[src/rtl/xmuladdlite_conf.sv]
// xmuladdlite_conf: writer side of the muladdlite configuration port.
// Optional field readback: define MULADDLITE_CONF_READBACK_EN.

`ifndef MULADDLITE_N_W
`define MULADDLITE_N_W 5
`endif
`ifndef MULADDLITE_MEM_ADDR_W
`define MULADDLITE_MEM_ADDR_W 10
`endif
`ifndef MULADDLITE_PERIOD_W
`define MULADDLITE_PERIOD_W 5
`endif
`ifndef MULADDLITE_SHIFT_W
`define MULADDLITE_SHIFT_W 6
`endif
`ifndef MULADDLITE_CONF_BITS
`define MULADDLITE_CONF_BITS (3*`MULADDLITE_N_W + `MULADDLITE_MEM_ADDR_W + 2*`MULADDLITE_PERIOD_W + `MULADDLITE_SHIFT_W + 3)
`endif

module xmuladdlite_conf #(
    parameter int DATA_W = 32,
    parameter int ADDR_W = 4
) (
    input  logic                             clk,
    input  logic                             rst_n,
    input  logic                             req_valid,
    input  logic                             req_we,
    input  logic [ADDR_W-1:0]                req_addr,
    input  logic [DATA_W-1:0]                req_wdata,
    output logic                             req_ready,
    input  logic                             fu_run,
    output logic [`MULADDLITE_CONF_BITS-1:0] configdata,
    output logic                             conf_upd,
    output logic                             busy
`ifdef MULADDLITE_CONF_READBACK_EN
    ,
    output logic [DATA_W-1:0]                rdata,
    output logic                             rvalid
`endif
);

    localparam int N_W    = `MULADDLITE_N_W;
    localparam int MEM_W  = `MULADDLITE_MEM_ADDR_W;
    localparam int PER_W  = `MULADDLITE_PERIOD_W;
    localparam int SHF_W  = `MULADDLITE_SHIFT_W;
    localparam int CONF_W = `MULADDLITE_CONF_BITS;

    localparam logic [ADDR_W-1:0] A_CTRL = ADDR_W'(8);

    typedef enum logic {
        ST_IDLE,
        ST_WAIT
    } state_t;

    state_t r_state;
    state_t w_state_nxt;

    logic [N_W-1:0]   r_sela;
    logic [N_W-1:0]   r_selb;
    logic [N_W-1:0]   r_selc;
    logic [MEM_W-1:0] r_iter;
    logic [PER_W-1:0] r_period;
    logic [PER_W-1:0] r_delay;
    logic [SHF_W-1:0] r_shift;
    logic             r_acc_in;
    logic             r_acc_out;
    logic             r_batch;

    logic [CONF_W-1:0] r_cfg;
    logic              r_upd;

    logic              w_acc;
    logic              w_is_fld;
    logic              w_is_ctrl;
    logic              w_commit;
    logic              w_clear;
    logic              w_fld_we;
    logic [CONF_W-1:0] w_shadow;
    logic [CONF_W-1:0] w_cfg_nxt;
    logic              w_unused_wdata;

    // Only the low bits of write data reach any field.
    assign w_unused_wdata = ^req_wdata;

`ifdef MULADDLITE_CONF_READBACK_EN
    // Reads never touch the shadow set, so they may bypass the commit stall.
    assign req_ready = (r_state == ST_IDLE) | (req_valid & ~req_we);
`else
    assign req_ready = (r_state == ST_IDLE);
`endif

    assign w_acc      = req_valid & req_ready;
    assign w_is_fld   = (req_addr < A_CTRL);
    assign w_is_ctrl  = (req_addr == A_CTRL);
    assign busy       = (r_state == ST_WAIT);
    assign configdata = r_cfg;
    assign conf_upd   = r_upd;

    assign w_shadow = {r_sela, r_selb, r_selc, r_iter, r_period,
                       r_delay, r_shift, r_acc_in, r_acc_out, r_batch};

    // A clear in the same ctrl word as an update commits the cleared set.
    assign w_cfg_nxt = w_clear ? '0 : w_shadow;

    // FSM state register.
    always_ff @(posedge clk or negedge rst_n) begin
        if (!rst_n) begin
            r_state <= ST_IDLE;
        end else begin
            r_state <= w_state_nxt;
        end
    end

    // Next state plus request decode: field write, clear, commit.
    always_comb begin
        w_state_nxt = r_state;
        w_commit    = 1'b0;
        w_clear     = 1'b0;
        w_fld_we    = 1'b0;
        unique case (r_state)
            ST_IDLE: begin
                if (w_acc && req_we) begin
                    unique case (1'b1)
                        w_is_fld: begin
                            w_fld_we = 1'b1;
                        end
                        w_is_ctrl: begin
                            w_clear = req_wdata[1];
                            if (req_wdata[0]) begin
                                if (fu_run) begin
                                    w_state_nxt = ST_WAIT;
                                end else begin
                                    w_commit = 1'b1;
                                end
                            end
                        end
                        default: begin
                        end
                    endcase
                end
            end
            ST_WAIT: begin
                if (!fu_run) begin
                    w_commit    = 1'b1;
                    w_state_nxt = ST_IDLE;
                end
            end
            default: begin
                w_state_nxt = ST_IDLE;
            end
        endcase
    end

    // Shadow field registers, written one field per accepted request.
    always_ff @(posedge clk or negedge rst_n) begin
        if (!rst_n) begin
            r_sela    <= '0;
            r_selb    <= '0;
            r_selc    <= '0;
            r_iter    <= '0;
            r_period  <= '0;
            r_delay   <= '0;
            r_shift   <= '0;
            r_acc_in  <= 1'b0;
            r_acc_out <= 1'b0;
            r_batch   <= 1'b0;
        end else if (w_clear) begin
            r_sela    <= '0;
            r_selb    <= '0;
            r_selc    <= '0;
            r_iter    <= '0;
            r_period  <= '0;
            r_delay   <= '0;
            r_shift   <= '0;
            r_acc_in  <= 1'b0;
            r_acc_out <= 1'b0;
            r_batch   <= 1'b0;
        end else if (w_fld_we) begin
            case (req_addr[2:0])
                3'd0: r_sela   <= req_wdata[N_W-1:0];
                3'd1: r_selb   <= req_wdata[N_W-1:0];
                3'd2: r_selc   <= req_wdata[N_W-1:0];
                3'd3: r_iter   <= req_wdata[MEM_W-1:0];
                3'd4: r_period <= req_wdata[PER_W-1:0];
                3'd5: r_delay  <= req_wdata[PER_W-1:0];
                3'd6: r_shift  <= req_wdata[SHF_W-1:0];
                default: begin
                    r_acc_in  <= req_wdata[0];
                    r_acc_out <= req_wdata[1];
                    r_batch   <= req_wdata[2];
                end
            endcase
        end
    end

    // Active configuration: reloaded only on a commit edge.
    always_ff @(posedge clk or negedge rst_n) begin
        if (!rst_n) begin
            r_cfg <= '0;
            r_upd <= 1'b0;
        end else begin
            r_upd <= w_commit;
            if (w_commit) begin
                r_cfg <= w_cfg_nxt;
            end
        end
    end

`ifdef MULADDLITE_CONF_READBACK_EN
    logic [DATA_W-1:0] r_rdata;
    logic              r_rvalid;
    logic [DATA_W-1:0] w_rd_data;

    assign rdata  = r_rdata;
    assign rvalid = r_rvalid;

    // Readback mux: shadow fields zero-extended, status at the ctrl address.
    always_comb begin
        w_rd_data = '0;
        if (w_is_fld) begin
            case (req_addr[2:0])
                3'd0: w_rd_data[N_W-1:0]   = r_sela;
                3'd1: w_rd_data[N_W-1:0]   = r_selb;
                3'd2: w_rd_data[N_W-1:0]   = r_selc;
                3'd3: w_rd_data[MEM_W-1:0] = r_iter;
                3'd4: w_rd_data[PER_W-1:0] = r_period;
                3'd5: w_rd_data[PER_W-1:0] = r_delay;
                3'd6: w_rd_data[SHF_W-1:0] = r_shift;
                default: w_rd_data[2:0] = {r_batch, r_acc_out, r_acc_in};
            endcase
        end else if (w_is_ctrl) begin
            w_rd_data[1:0] = {busy, r_state == ST_WAIT};
        end
    end

    // Read response, valid for the cycle after acceptance.
    always_ff @(posedge clk or negedge rst_n) begin
        if (!rst_n) begin
            r_rdata  <= '0;
            r_rvalid <= 1'b0;
        end else begin
            r_rvalid <= w_acc & ~req_we;
            if (w_acc && !req_we) begin
                r_rdata <= w_rd_data;
            end
        end
    end
`endif

endmodule

[config.mk]
export PLATFORM = sky130hd
export DESIGN_NAME = xmuladdlite_conf
export DESIGN_NICKNAME = d
export VERILOG_FILES = /design/src/rtl/xmuladdlite_conf.sv
export SDC_FILE = /design/constraint.sdc
export NUM_CORES = 1
export LEC_CHECK = 0
export ABC_CLOCK_PERIOD_IN_PS = 2000
export CELL_PAD_IN_SITES_DETAIL_PLACEMENT = 1
export CELL_PAD_IN_SITES_GLOBAL_PLACEMENT = 2
export CORE_MARGIN = 1.5
export CORE_UTILIZATION = 32
export DETAILED_ROUTE_END_ITERATION = 7
export PLACE_DENSITY = 0.88
export SYNTH_ARGS = -nofsm -noshare
export SYNTH_HDL_FRONTEND = slang
export SYNTH_SLANG_ARGS = --single-unit
[constraint.sdc]
create_clock -name clk -period 2 [get_ports clk]
set_clock_uncertainty 0.1 [all_clocks]
set_input_delay 0.2 -clock clk [delete_from_list [all_inputs] [get_ports clk]]
set_output_delay 0.2 -clock clk [all_outputs]
set_load 0.02 [all_outputs]
======== After elaboration in Yosys (flattened, before gate mapping) ========
Index checks and enable logic that the tools add are counted.
W data, S select, Z words.
storage, ports and cells
  memories ................................ 0
  ROM bits ................................ 0
  RAM bits ................................ 0
  word-level logic and storage cells ...... 90
  input port bits ......................... 41
  latch bits .............................. 0
  flip-flop bits (word level) ............. 90
  output and inout port bits .............. 47
cells by class
  shift operators ......................... 0
  bitwise logic cells ..................... 2
  multiplexer cells ....................... 47
  add/sub/neg operators ................... 0
  reductions and logical operators ........ 19
  div/mod/pow operators ................... 0
  multipliers ............................. 0
  eq/ne operators ......................... 8
  magnitude comparators ................... 1
operator list
  operator              count
  $mux W5               15
  $mux W44              1
  $mux W10              3
  $mux W1               23
  $mux W6               3
  $reduce_and A2 Y1     8
  $reduce_bool A2 Y1    8
  $eq A3 B3 Y1 const B  3
  $reduce_or A7 Y1      1
  $eq A3 B2 Y1 const B  2
  $eq A4 B4 Y1 const B  1
  $lt A4 B4 Y1 const B  1
  $pmux W1 S2           2
  $eq A3 B1 Y1 const B  1
  $logic_not A3 Y1      1
  $ne A2 B1 Y1 const B  1
  $and A1 B1 Y1         1
  $logic_and A1 B1 Y1   1
  $not A1 Y1            1

======== Logic depth before layout (Yosys ltp) ========
Gate-level depths: netlist (run 1).
  depth after elaboration ................. 7
  mapped depth ............................ 6
  depth with buffers taken out ............ 3

======== Worst setup path after synthesis (run 1) ========
Ideal clock, no wire load.
  path type ............................... flip-flop to flip-flop
  from .................................... register r_state (netlist: busy)
  to ...................................... register r_selb[0]
  slack ................................... 243 ps
  data arrival time ....................... 1580 ps
  cell stages (with the launch flop) ...... 6
  required time ........................... 1823 ps
  buffers on the path ..................... 2
  setup time .............................. 77 ps
  cells stage by stage .................... dfrtp_1 > and4bb_2 > clkbuf_1 > clkbuf_1 > nand3_1 > a21oi_1
on the way
  longest elaborated chain between the ends .. 7
RTL lines
  element                       RTL line  text
  start, declared               55        state_t r_state;
  start signal, assigned        110       r_state <= w_state_nxt;
  $not A1 Y1                    --
  $and A1 B1 Y1                 92        assign w_acc = req_valid & req_ready;
  $logic_and A1 B1 Y1           122       if (w_acc && req_we) begin
  $mux W1                       122
  $mux W1                       120       unique case (r_state)
  $reduce_bool A2 Y1 (no line)  --
  $reduce_and A2 Y1 (no line)   --
  end signal, assigned          181       3'd1: r_selb <= req_wdata[N_W-1:0];
  end, declared                 59        logic [N_W-1:0] r_selb;
Parallel ways exist; a longest one is shown, timed or not.
A chain may end at the register's enable or synchronous reset.

======== Worst setup path after layout (run 1) ========
  from .................................... input port req_addr[3]
  to ...................................... register r_cfg[28] (netlist: configdata[28])
on the way
  longest elaborated chain between the ends .. 5
RTL lines
  element               RTL line  text
  start, declared       28        input logic [ADDR_W-1:0] req_addr,
  $eq A4 B4 Y1 *        94        assign w_is_ctrl = (req_addr == A_CTRL);
  $mux W1               123       unique case (1'b1)
  $mux W1               122
  $mux W1               120
  $mux W44              103       assign w_cfg_nxt = w_clear ? '0 : w_shadow;
  end signal, assigned  204       r_cfg <= w_cfg_nxt;
  end, declared         69        logic [CONF_W-1:0] r_cfg;
Mark *: on every way between the ends. The rest lies on a longest branch, timed or not.

==> summary.txt, run 1 <==
Run status
  • Result of the run: finished clean

Finish
  • Final-layout fill cell count: 1440
  • Final instance count without filler cells: 651
  • Share of cells above drive strength 1: under 10%
  • Register area: 2250 um2
  • Multi-input gate area in the final layout: 1530 um2
  • Final #Nets: 516
  • Area growth from synthesis to layout: 28.9%
  • Antenna diodes: 0
  • Non-Filler Cell Area, Final: 5380 um2

Place
  • DP HPWL: between 7 and 8 mm
  • IO Port Bufs: 65
  • Total placed cells including tap cells: approximately 640
  • Post-Place Cell Area: 5080 um2
  • Routability-driven placement congestion ratio: 0.745

Routing
  • Detailed-routed wire length on met2: 5.58 mm
  • DR WL met3: 394 um
  • Vias post-DR: between 3000 and 4000
  • DRC violations left: 0
  • Antenna Violating Nets Remaining: 0
  • Met1 layer wirelength in the final routing: 5.18 mm
  • Number of detailed-route iterations in the first pass: 4
  • Routed Wire Length: 11.4 mm
  • Drt wl/cell: 17.4 um
  • Via/cell ratio: 5.08
  • Uppermost signal routing layer after detailed routing: met4
  • DRC marker count from the first detailed-route iteration: 135

Global route
  • GRT Util Overall: a little under a fifth
  • Via count of the first global-routing pass: 3560
  • Antenna violations before repair: 0
  • Maximum number of pins on one net before global-route repair: 46
  • First-pass GRT wire length: 18.7 mm
  • Sum of overflow across all layers after global routing: 0

Clocking
  • Clk_lat worst skew: roughly 350 ps
  • Count of instances resized after the clock tree is built: 0
  • CTS tree: yes
  • Clock root buffer master: sky130_fd_sc_hd__clkbuf_16
  • Clock sink total: 90
  • Post-CTS repair timing setup buffer count: 0
  • CTS HTree Levels: 3
  • Clock-pin slew of the registers on the worst-case setup and hold paths: 60 ps
  • CTS Hold Bufs: 1
  • Maximum clock insertion buffer count: 2
  • Num CTS Buffers: 9

Yosys
  • Mean instance size in the synthesized netlist: between 10 and 15 um2
  • Top FF cell, synth: sky130_fd_sc_hd__dfrtp_1
  • Post-synth design cell area: 4180 um2
  • Fraction of the yosys area taken by sequential cells: a little over half
  • Leading cell types by total area after synthesis: sky130_fd_sc_hd__dfrtp_1 54%, sky130_fd_sc_hd__mux2i_1 11%, sky130_fd_sc_hd__o21ai_0 9.9%
  • Synthesized net count: 449
  • Flops & latches, synth: 90
  • Post-synth EDFFs: 0
  • Count of mapped cells out of synthesis: approximately 410
  • Cell accounting for the most synthesized area: sky130_fd_sc_hd__dfrtp_1
  • Netlist cell types: 28
  • YS warnings: 0
  • Synth async-reset ratio: 100%
  • Area share of the largest cell type after synthesis: 53.9%

STA
  • Final period utilization: 95.6%
  • Number of hold-slack violations in the final timing report: 0
  • Max-slew violation count: 0
  • Unrepaired setup endpoints after global routing: no
  • Total Negative Setup Slacks: 0 ps
  • Final number of setup-violating endpoints: 0
  • Final critical-path required period: 1910 ps
  • Slew at the pin closest to its max-slew limit: 524 ps
  • Fmax: approximately 520 MHz
  • Worst Hold Slack: 201 ps
  • Tightest slew margin relative to the limit: 65.0%

Power
  • Clock group share of total power: 32.1%
  • Power share of the combinational group: 23.2%
  • Proportion of power drawn by flip-flops and latches: 44.7%
  • Worst IR Drop VDD: between 0.0003 and 0.0004 V
  • Overall power consumption: ~5.2 mW
  • Power spent charging and discharging nets: ~1.5 mW
  • Power Density: 963 nW/um2
  • LEAKAGE: 2.16 nW
  • Internal cell power: 3.67 mW
  • Switching part of the total power: between 20% and 30%

Min path
  • Path type of the worst min-delay path: primary input to async pin

Floorplan
  • Number of top-level pins: between 80 and 90
  • Die Wd: roughly 120 um
  • Area of the core: 12700 um2
  • Effective utilization at floorplan: 33.0%
  • Total Die Area: 13700 um2
  • Row count: 41
  • Y dimension of the die: 117 um

Critical path
  • Slowest CP cell: sky130_fd_sc_hd__clkdlybuf4s50_1
  • Crit-path cells: clkdlybuf4s50_1 -> or4b_4 -> buf_4 -> buf_4 -> o21ai_0 -> mux2i_1
  • Crit path kind: primary input to register
  • Arrival time worst endpoint: 2030 ps
  • WP data required: ~2100 ps
  • Worst Path Max Fanout: 5
  • Element type at the critical path end: register
  • Worst path most repeated cell: sky130_fd_sc_hd__buf_4
  • Sort of element at the start of the critical path: primary input
  • Critical path's largest stage delay: 590 ps

Job
  • Max-capacitance violation count: 0
[power by group through the flow]
stage,registers (mW),logic (mW),clock network (mW)
after floorplan,2.51,0.417,0
after global placement,2.34,1.16,0
after detailed placement,2.35,1.21,0
after CTS,2.32,1.22,1.71
after global routing,2.36,1.32,1.78
final,2.32,1.20,1.67
[layer usage]
| metal | vias to the layer above | global-route usage, % |
|---|---|---|
| li1 | 1535 | - |
| met1 | 1682 | 24.0 |
| met2 | 75 | 29.7 |
| met3 | 15 | 2.88 |
| met4 | 0 | 7.31 |
| met5 | - | 0 |
[worst max-delay path: cells and delay by family]
kind	cells	cell delay, ps
buffers and inverters	3	920
muxes	1	120
AOI/OAI and AO/OA	1	230
and+or+nand+nor	1	550
[kinds of logic (layout without fill, tap and decap cells)]
| family | count (synthesis) | after routing | synth area share, % |
|---|---|---|---|
| and+or+nand+nor | 66 | 66 | 9.80 |
| muxes | 44 | 44 | 10.5 |
| DFF | 90 | 90 | 53.9 |
| buffers and inverters | 79 | 150 | 9.47 |
| AOI/OAI and AO/OA | 129 | 129 | 16.3 |
[cells in the mapped netlist (2+ instances only)]
cell type and instances:
sky130_fd_sc_hd__buf_4 2, sky130_fd_sc_hd__a21oi_1 39, sky130_fd_sc_hd__o21ai_0 83, sky130_fd_sc_hd__nand4b_1 2, sky130_fd_sc_hd__clkbuf_1 24, sky130_fd_sc_hd__buf_2 2, sky130_fd_sc_hd__mux2i_1 44, sky130_fd_sc_hd__buf_12 5
sky130_fd_sc_hd__nand3_1 41, sky130_fd_sc_hd__or3b_2 3, sky130_fd_sc_hd__dfrtp_1 90, sky130_fd_sc_hd__nand3b_1 4, sky130_fd_sc_hd__a22o_1 5, sky130_fd_sc_hd__inv_1 45, sky130_fd_sc_hd__and3b_1 3, sky130_fd_sc_hd__nor3b_1 4
[worst paths after layout]
| kind | startpoint | endpoint | slack, ps | cells after the start |
|---|---|---|---|---|
| max in group asynchronous | rst_n | r_selc[4] | 960 | 3 |
| min in group clk | req_wdata[6] | r_iter[6] | 330 | 3 |
| worst min register to register | r_sela[2] | r_sela[2] | 420 | 1 |
| worst max register to register | busy | configdata[31] | 340 | 4 |
| worst max-delay path | req_addr[3] | configdata[28] | 90 | 6 |
| worst min-delay path | rst_n | configdata[40] | 200 | 2 |
[final cells by class]
type	count	share of cell area [%]
flip-flops and latches	90	41.8
clock inverters	2	0.186
clock buffers	13	5.21
multi-input cells	239	28.4
inverters	45	3.14
repair buffers	90	17.2
well taps	172	4.00
[flip-flops by register name, indices dropped and copies added (netlist names)]
signal	flops
busy	1
conf_upd	1
configdata	44
r_acc_in	1
r_acc_out	1
r_batch	1
r_delay	5
r_iter	10
r_period	5
r_sela	5
r_selb	5
r_selc	5
r_shift	6
[through the flow]
step	util [%]	worst slack, ps
2_1_floorplan	-	243
3_3_place_gp	40.1	-221
3_5_place_dp	40.1	-242
4_1_cts	42.5	84.9
5_1_grt	42.5	8.02
6_report	42.5	87.4
[layout by cell type, fill, tap and decap left out, types with 2 or more instances in the layout]
master,count
sky130_fd_sc_hd__a21oi_1,39
sky130_fd_sc_hd__a22o_1,5
sky130_fd_sc_hd__and3b_1,3
sky130_fd_sc_hd__buf_12,7
sky130_fd_sc_hd__buf_4,18
sky130_fd_sc_hd__clkbuf_16,9
sky130_fd_sc_hd__clkbuf_8,4
sky130_fd_sc_hd__clkdlybuf4s50_1,64
sky130_fd_sc_hd__clkinv_2,2
sky130_fd_sc_hd__dfrtp_1,90
sky130_fd_sc_hd__inv_1,45
sky130_fd_sc_hd__mux2i_1,44
sky130_fd_sc_hd__nand3_1,41
sky130_fd_sc_hd__nand3b_1,4
sky130_fd_sc_hd__nand4b_1,2
sky130_fd_sc_hd__nor3b_1,4
sky130_fd_sc_hd__o21ai_0,83
sky130_fd_sc_hd__or3b_2,3
No activity file was read; power rests on OpenSTA's default activity.
==> run 2: changes to the inputs <==
- CAP_MARGIN: default -> 20
==> results of run 2 <==
No change in the layout: final DEF, timing and power equal those of run 1.
